--- src/rtl/store_lane_align.sv ---
// Store-side byte-lane formatter: masks store data to size, shifts it into byte lanes,
// builds write strobes and issues one or two word-aligned write beats. Macro: MISALIGN_SPLIT_EN.
module store_lane_align #(
    parameter int ADDR_W = 32
) (
    input  logic              clk,
    input  logic              rst_n,
    input  logic              req_valid,
    output logic              req_ready,
    input  logic [ADDR_W-1:0] req_addr,
    input  logic [31:0]       req_data,
    input  logic [1:0]        req_size,
    output logic              done,
    output logic              err,
    output logic              mem_valid,
    input  logic              mem_ready,
    output logic [ADDR_W-1:0] mem_addr,
    output logic [31:0]       mem_wdata,
    output logic [3:0]        mem_wstrb
);

`ifdef MISALIGN_SPLIT_EN
    typedef enum logic [2:0] {S_IDLE, S_BEAT1, S_BEAT2, S_DONE, S_ERR} state_t;
`else
    typedef enum logic [2:0] {S_IDLE, S_BEAT1, S_DONE, S_ERR} state_t;
`endif

    function automatic logic [7:0] lane_strb(input logic [1:0] size, input logic [1:0] off);
        logic [3:0] mask;
        case (size)
            2'b00:   mask = 4'b0001;
            2'b01:   mask = 4'b0011;
            default: mask = 4'b1111;
        endcase
        return {4'b0000, mask} << off;
    endfunction

    function automatic logic [63:0] lane_data(input logic [31:0] data, input logic [1:0] size,
                                              input logic [1:0] off);
        logic [31:0] masked;
        case (size)
            2'b00:   masked = {24'd0, data[7:0]};
            2'b01:   masked = {16'd0, data[15:0]};
            default: masked = data;
        endcase
        return {32'd0, masked} << {off, 3'b000};
    endfunction

    state_t            state_q;
    logic              req_ready_q;
    logic              mem_valid_q;
    logic              done_q;
    logic              err_q;
    logic [ADDR_W-1:0] addr_q;
    logic [31:0]       wdata_q;
    logic [3:0]        wstrb_q;

    logic [7:0]        wide_strb_d;
    logic [ADDR_W-1:0] beat1_addr_d;
    logic              illegal_d;

    assign wide_strb_d  = lane_strb(req_size, req_addr[1:0]);
    assign beat1_addr_d = {req_addr[ADDR_W-1:2], 2'b00};

`ifdef MISALIGN_SPLIT_EN
    logic [63:0]       wide_data_d;
    logic [ADDR_W-1:0] beat2_addr_q;
    logic [31:0]       beat2_wdata_q;
    logic [3:0]        beat2_wstrb_q;

    assign wide_data_d = lane_data(req_data, req_size, req_addr[1:0]);
    assign illegal_d   = (req_size == 2'b11);
`else
    logic [31:0]       wide_data_d;

    assign wide_data_d = 32'(lane_data(req_data, req_size, req_addr[1:0]));
    // Without the split path, any store spilling into the next word is rejected.
    assign illegal_d   = (req_size == 2'b11) || (wide_strb_d[7:4] != 4'b0000);
`endif

    always_ff @(posedge clk) begin
        if (!rst_n) begin
            state_q     <= S_IDLE;
            req_ready_q <= 1'b1;
            mem_valid_q <= 1'b0;
            done_q      <= 1'b0;
            err_q       <= 1'b0;
            addr_q      <= '0;
            wdata_q     <= '0;
            wstrb_q     <= '0;
`ifdef MISALIGN_SPLIT_EN
            beat2_addr_q  <= '0;
            beat2_wdata_q <= '0;
            beat2_wstrb_q <= '0;
`endif
        end else begin
            done_q <= 1'b0;
            err_q  <= 1'b0;
            case (state_q)
                S_IDLE: begin
                    if (req_valid) begin
                        req_ready_q <= 1'b0;
                        if (illegal_d) begin
                            state_q <= S_ERR;
                            err_q   <= 1'b1;
                        end else begin
                            state_q     <= S_BEAT1;
                            mem_valid_q <= 1'b1;
                            addr_q      <= beat1_addr_d;
                            wdata_q     <= wide_data_d[31:0];
                            wstrb_q     <= wide_strb_d[3:0];
`ifdef MISALIGN_SPLIT_EN
                            beat2_addr_q  <= beat1_addr_d + ADDR_W'(4);
                            beat2_wdata_q <= wide_data_d[63:32];
                            beat2_wstrb_q <= wide_strb_d[7:4];
`endif
                        end
                    end
                end
                S_BEAT1: begin
                    if (mem_ready) begin
`ifdef MISALIGN_SPLIT_EN
                        if (beat2_wstrb_q != 4'b0000) begin
                            state_q <= S_BEAT2;
                            addr_q  <= beat2_addr_q;
                            wdata_q <= beat2_wdata_q;
                            wstrb_q <= beat2_wstrb_q;
                        end else begin
                            state_q     <= S_DONE;
                            mem_valid_q <= 1'b0;
                            done_q      <= 1'b1;
                        end
`else
                        state_q     <= S_DONE;
                        mem_valid_q <= 1'b0;
                        done_q      <= 1'b1;
`endif
                    end
                end
`ifdef MISALIGN_SPLIT_EN
                S_BEAT2: begin
                    if (mem_ready) begin
                        state_q     <= S_DONE;
                        mem_valid_q <= 1'b0;
                        done_q      <= 1'b1;
                    end
                end
`endif
                S_DONE, S_ERR: begin
                    state_q     <= S_IDLE;
                    req_ready_q <= 1'b1;
                end
                default: begin
                    state_q     <= S_IDLE;
                    req_ready_q <= 1'b1;
                    mem_valid_q <= 1'b0;
                end
            endcase
        end
    end

    assign req_ready = req_ready_q;
    assign mem_valid = mem_valid_q;
    assign done      = done_q;
    assign err       = err_q;
    assign mem_addr  = addr_q;
    assign mem_wdata = wdata_q;
    assign mem_wstrb = wstrb_q;

endmodule

--- config.mk ---
export PLATFORM = sky130hd
export DESIGN_NAME = store_lane_align
export DESIGN_NICKNAME = d
export VERILOG_FILES = /design/src/rtl/store_lane_align.sv
export SDC_FILE = /design/constraint.sdc
export NUM_CORES = 1
export LEC_CHECK = 0
export CORE_UTILIZATION = 37
export CTS_BUF_LIST = sky130_fd_sc_hd__clkbuf_16
export CTS_CLUSTER_DIAMETER = 200
export DETAILED_ROUTE_END_ITERATION = 7
export GPL_ROUTABILITY_DRIVEN = 0
export GPL_TIMING_DRIVEN = 0
export PLACE_DENSITY_LB_ADDON = 0.3
export SYNTH_ARGS = -nofsm -noshare
export SYNTH_HDL_FRONTEND = slang
export SYNTH_SLANG_ARGS = --single-unit
--- constraint.sdc ---
create_clock -name clk -period 1.5 [get_ports clk]
set_clock_uncertainty 0.15 [all_clocks]
set_input_delay 0.225 -clock clk [delete_from_list [all_inputs] [get_ports clk]]
set_output_delay 0.225 -clock clk [all_outputs]
set_load 0.03 [all_outputs]
Word-level counts from Yosys, hierarchy flattened
Cells that the tools add are included.
{"block": "classes", "addsub": 0, "mul": 0, "div_mod_pow": 0, "n_lt_le_gt_ge": 0, "eq_ne": 8, "n_shift": 2, "muxes": 14, "bitwise": 3, "n_reduce_logical": 11}
{"op": "$pmux W32 S2", "count": 1}
{"op": "$shl A32 B5 Y32", "count": 1}
{"op": "$pmux W4 S2", "count": 1}
{"op": "$shl A4 B2 Y8", "count": 1}
{"op": "$eq A3 B2 Y1 const B", "count": 2}
{"op": "$mux W1", "count": 6}
{"op": "$mux W3", "count": 2}
{"op": "$ne A2 B2 Y1 const B", "count": 3}
{"op": "$pmux W3 S2", "count": 1}
{"op": "$reduce_and A2 Y1", "count": 3}
{"op": "$reduce_and A3 Y1", "count": 2}
{"op": "$reduce_and A4 Y1", "count": 1}
{"op": "$reduce_bool A4 Y1", "count": 1}
{"op": "$eq A3 B1 Y1 const B", "count": 1}
{"op": "$logic_not A3 Y1", "count": 1}
{"op": "$not A1 Y1", "count": 3}
{"op": "$pmux W1 S3", "count": 1}
{"op": "$eq A2 B1 Y1 const B", "count": 1}
{"op": "$eq A2 B2 Y1 const B", "count": 1}
{"op": "$logic_not A2 Y1", "count": 1}
{"op": "$mux W2", "count": 1}
{"op": "$pmux W1 S2", "count": 1}
{"op": "$reduce_or A2 Y1", "count": 1}
{"op": "$logic_or A1 B1 Y1", "count": 1}
{"block": "word_totals", "reg_bits": 73, "latch_bits": 0, "mem_bits_rw": 0, "romBits": 0, "input_bits": 70, "output_inout_bits": 72, "wordCells": 46, "n_memories": 0}

Longest topological paths before layout
Gate-level depths: netlist of run 1.
{"block": "logic_depth", "ltp_word": 8, "ltp_mapped": 6, "ltp_nobuf": 4}

Worst setup path after synthesis of run 1
No wires, ideal clock.
{"block": "synth_path", "kind": "register to register", "startpoint": "register state_q[0]", "endpoint": "register wdata_q[15] (netlist: mem_wdata[15])", "setup_time_ns": 0.076, "arrival_time_ns": 1.460, "required_time_ns": 1.274, "path_slack_ns": -0.185, "path_stages_with_launch": 6, "path_buffers": 1, "period_less_slack_ns": 1.685, "path_cell_list": "dfxtp_1 nand2b_1 a2111o_1 clkbuf_1 or3_1 a21boi_0"}
{"block": "synth_between", "elab_chain_len": 2}
{"element": "start: declaration", "line_no": "49", "source": "state_t state_q;"}
{"element": "start signal: assignment", "line_no": "83", "source": "state_q <= S_IDLE;"}
{"element": "start signal: assignment", "line_no": "104", "source": "state_q <= S_ERR;"}
{"element": "start signal: assignment", "line_no": "107", "source": "state_q <= S_BEAT1;"}
{"element": "$logic_not A3 Y1", "line_no": "99", "source": "case (state_q)"}
{"element": "$reduce_and A3 Y1 (no source line)"}
{"element": "end signal: assignment", "line_no": "110", "source": "wdata_q <= wide_data_d[31:0];"}
{"element": "end: declaration", "line_no": "55", "source": "logic [31:0] wdata_q;"}
No other way between the ends.
A chain may end at the register's enable or synchronous reset.

Worst setup path in the final report of run 1
{"block": "layout_path", "startpoint": "register state_q[0]", "endpoint": "register wstrb_q[3] (netlist: mem_wstrb[3])"}
{"block": "layout_between", "elab_chain_len": 2}
{"element": "$logic_not A3 Y1", "line_no": "99"}
{"element": "$reduce_and A3 Y1 (no source line)"}
{"element": "end signal: assignment", "line_no": "111", "source": "wstrb_q <= wide_strb_d[3:0];"}
{"element": "end: declaration", "line_no": "56", "source": "logic [3:0] wstrb_q;"}
No other way between the ends.

==> summary.md, run 1 <==
The clock latency of the later-clocked register in the worst-skew pair was 330 ps. On the critical path the largest part of the delay comes from compound AO/OA/AOI/OAI gates. Among all flip-flop cells after synthesis, the most frequent one is sky130_fd_sc_hd__dfxtp_1.

The tree built by TritonCTS fans out to 72 sinks. The height of the die was 93.4 um. In this run the cell area of the synthesized design comes to 0.00309 mm^2. TritonCTS built the clock tree. The largest area contributor in the synthesized netlist was sky130_fd_sc_hd__dfxtp_1.

The core region is 0.00789 mm^2. The die footprint came out at 0.00873 mm^2. CTS placed an instance of sky130_fd_sc_hd__clkbuf_16 at the clock tree root. The run gives 9 as the number of buffers added by the clock tree synthesis step. After clock tree synthesis, the clock-pin slew on the worst setup and hold paths is 60 ps.

The top fanout value on the critical path was 10. Yosys printed 0 warnings. Detailed routing inserted a total of 3577 vias. Max-cap violations in this run came to 0.

Of the synthesized area, sequential elements account for 46.6%. Compared with the post-synthesis result, the final layout area differs by 82.8%. For the post-layout worst setup margin, the log shows -378 ps. Footprint of the multi-input gates: 0.00184 mm^2. The arrival time reported for the critical path endpoint came out at 1940 ps. Setup repair after global routing could not meet its margin everywhere. The count of flip-flops with a built-in enable after synthesis works out to 0.

The number of placed instances, taps included, is 619. The pre-antenna-repair detailed-routing pass consisted of 7 iterations. In the finished design, the share of the clock period the worst path needs comes to 125%.

For the final antenna diode count, the log shows 0. The critical path in this run is classified as reg -> reg. The fraction of registers with async set/reset is 0%, and the number of port buffers is 138. The slowest stage of the critical path belongs to the cell sky130_fd_sc_hd__a2111o_1. Setup violations remaining at the end of the flow were counted as 67. The remaining global-route overflow was 0.

Once layout is complete, the cells apart from fillers number 656. Traced cell by cell, the critical path runs through nand2b_4 > buf_4 > a2111o_1 > clkbuf_8 > nor3_1 > nor3b_1. The area used by sequential logic in the layout is 0.00144 mm^2. The logs give 0 for the number of antenna violations at the first check in global routing and 2.38 nW for the reported leakage power.

The min-delay analysis places its worst path in the category in -> reg. The final routed DRC violation total came out at 0. Once detail routing completed, the nets flagged for antenna violations numbered 0. The post-synthesis average cell area was 8.18 um^2; the sum of net half-perimeters after detailed placement was 7.31 mm. The fraction of final layout cells with drive strength greater than 1 was 25.3%; the maximum number of pins on one net before global-route repair was 13. After synthesis, the netlist uses 32 different library cells.

The number of H-tree levels was 3. Static timing analysis puts the maximum clock frequency at 532 MHz. The wire length of the first global-routing pass is 18.0 mm.

The final critical delay including setup and external delays is 1880 ps, and the cts-stage hold buffer count is 0. VDD sags by at most 640 uV. In this run the horizontal extent of the chip is 93.4 um. The filler cells instantiated in the layout total 583. After detailed routing, the average wire length per cell comes to 17.8 um. The power density relative to cell area came out at 1030 mW/mm^2. The initial utilization of the core area, before any placement, comes to 39.2%.

Leaving out fill and tap cells, the most frequent cell in the layout is sky130_fd_sc_hd__nand2_1. Data on the critical path is required at its endpoint by 1560 ps. The final reports fail on setup timing.

The post-synthesis instance total was 378; the fraction of synthesized cell area taken by the top area cell type was 46.6%. Number of ports placed on the die boundary: 142. In the layout the commonest cells are sky130_fd_sc_hd__nand2_1 (76), sky130_fd_sc_hd__dfxtp_1 (71), sky130_fd_sc_hd__clkdlybuf4s50_1 (64).

The longest clock path from root to sink contains 2 buffers. Biggest cell delay along the critical path: 470 ps. Before CTS, the worst setup slack after placement is -1030 ps. The number of hold violations in the final report was 0. The worst setup path is launched from a register. The run gives 0 as the max-slew violation count. The detailed router finished its first iteration with 177 violations. The total number of placement rows came out at 32. Together, buffers and inverters on the worst path number 2.

Sorting the synthesized cells by area gives the leading types as sky130_fd_sc_hd__dfxtp_1 (47%), sky130_fd_sc_hd__nand2_1 (11%), sky130_fd_sc_hd__a21boi_1 (6.1%). The run finished, with violations left. Wires add up to 11.7 mm. In the final design database the tool counted 619 nets.

The worst pin sits at a relative slew slack of 47.7%. Global routing used 26.9% of the available tracks across all layers. The endpoint kind of the worst setup timing path was a register.

Using the TritonRoute via totals, the vias-per-cell ratio works out to 5.45. The number of global-route vias before repair was 3531. For the pin with the worst max-slew slack, the measured transition is 785 ps. The synthesized flop and latch total is 72.
synthesized netlist by cell type (all sizes together) (2+ instances only):
cell type and n:
a21boi 49, o21ai 30, a22oi 9, nand2b 4
o221a 2, nand3 15, clkbuf 28, buf 8
a21oi 24, nand2 89, mux2i 8, nor2 15
dfxtp 72, nor2b 2, a21o 2, a2bb2oi 8
state kept, by name, indices dropped and copies added (netlist names):
name,flops
req_ready,1
mem_wstrb,4
mem_addr,30
err,1
mem_valid,1
mem_wdata,32
done,1
state_q,2
cell families (layout without fill, tap and decap cells):
group	count (synthesis)	after routing	synth area share, %
other	1	2	0.121
AO/OA/AOI/OAI	129	129	28.3
buffers and inverters	37	212	4.81
multiplexers	8	8	2.59
AND/OR/NAND/NOR	131	131	17.6
flip-flops	72	72	46.6
cell type report:
cell class	instances	area share, %
multi-input combinational	270	32.6
timing repair buffer	161	28.4
sequential	72	25.5
buffer	34	5.20
clock buffer	9	3.98
tap	102	2.26
clock inverter	7	1.97
inverter	1	0.0664
worst paths after layout:
kind | startpoint | to | slack, ps | cells past startpoint
worst max-delay path | state_q[0] | mem_wstrb[3] | -380 | 6
worst min-delay path | req_valid | state_q[0] | 290 | 4
worst max register to register | state_q[0] | mem_wstrb[3] | -380 | 6
worst min register to register | mem_wdata[3] | mem_wdata[3] | 300 | 2
metrics by stage:
step	utilization (%)	power [mW]	setup TNS [ps]	cell area, um^2	hold WS, ps
finish	71.7	5.80	-17390	5650	290
global route	71.7	5.99	-21700	5650	306
global placement	59.1	3.13	-60880	4660	288
floorplan	-	2.65	-5560	3150	210
detailed placement	59.1	3.15	-63460	4660	288
CTS	69.4	5.71	-12120	5470	295
metal layers:
| layer | global-route usage [%] | part of all wire, % | vias up |
|---|---|---|---|
| li1 | - | - | 1641 |
| met1 | 31.7 | 39 | 1681 |
| met2 | 45.0 | 49 | 200 |
| met3 | 6.18 | 7.7 | 55 |
| met4 | 14.7 | 4.6 | 0 |
| met5 | 0 | 0 | - |
power breakdown:
group          internal, mW  switching (mW)  total [mW]  leakage [nW]
registers              2.01          0.0629        2.08         0.587
logic                 0.604           0.695        1.30          1.62
clock network          1.61           0.815        2.43         0.168
worst register-to-register path, cell delays in order, from the launching register on:
cell and delay [ps]:
sky130_fd_sc_hd__dfxtp_2 330, sky130_fd_sc_hd__nand2b_4 150, sky130_fd_sc_hd__buf_4 140, sky130_fd_sc_hd__a2111o_1 470, sky130_fd_sc_hd__clkbuf_8 220, sky130_fd_sc_hd__nor3_1 230
sky130_fd_sc_hd__nor3b_1 90
repair_timing:
item                                   CTS  global route
buffers inserted                        12             6
cloned                                  10             0
endpoints found under the hold margin    0             0
gates resized for setup                190            85
pin swaps                               20            18
setup endpoints to repair              138            73
(Power assumes the default switching activity.)
==> run 2: changes to the inputs <==
HOLD_SLACK_MARGIN = 0.02   (was not set)
==> results of run 2 <==
Same layout as run 1: the final DEF is identical, and so are final timing and power.
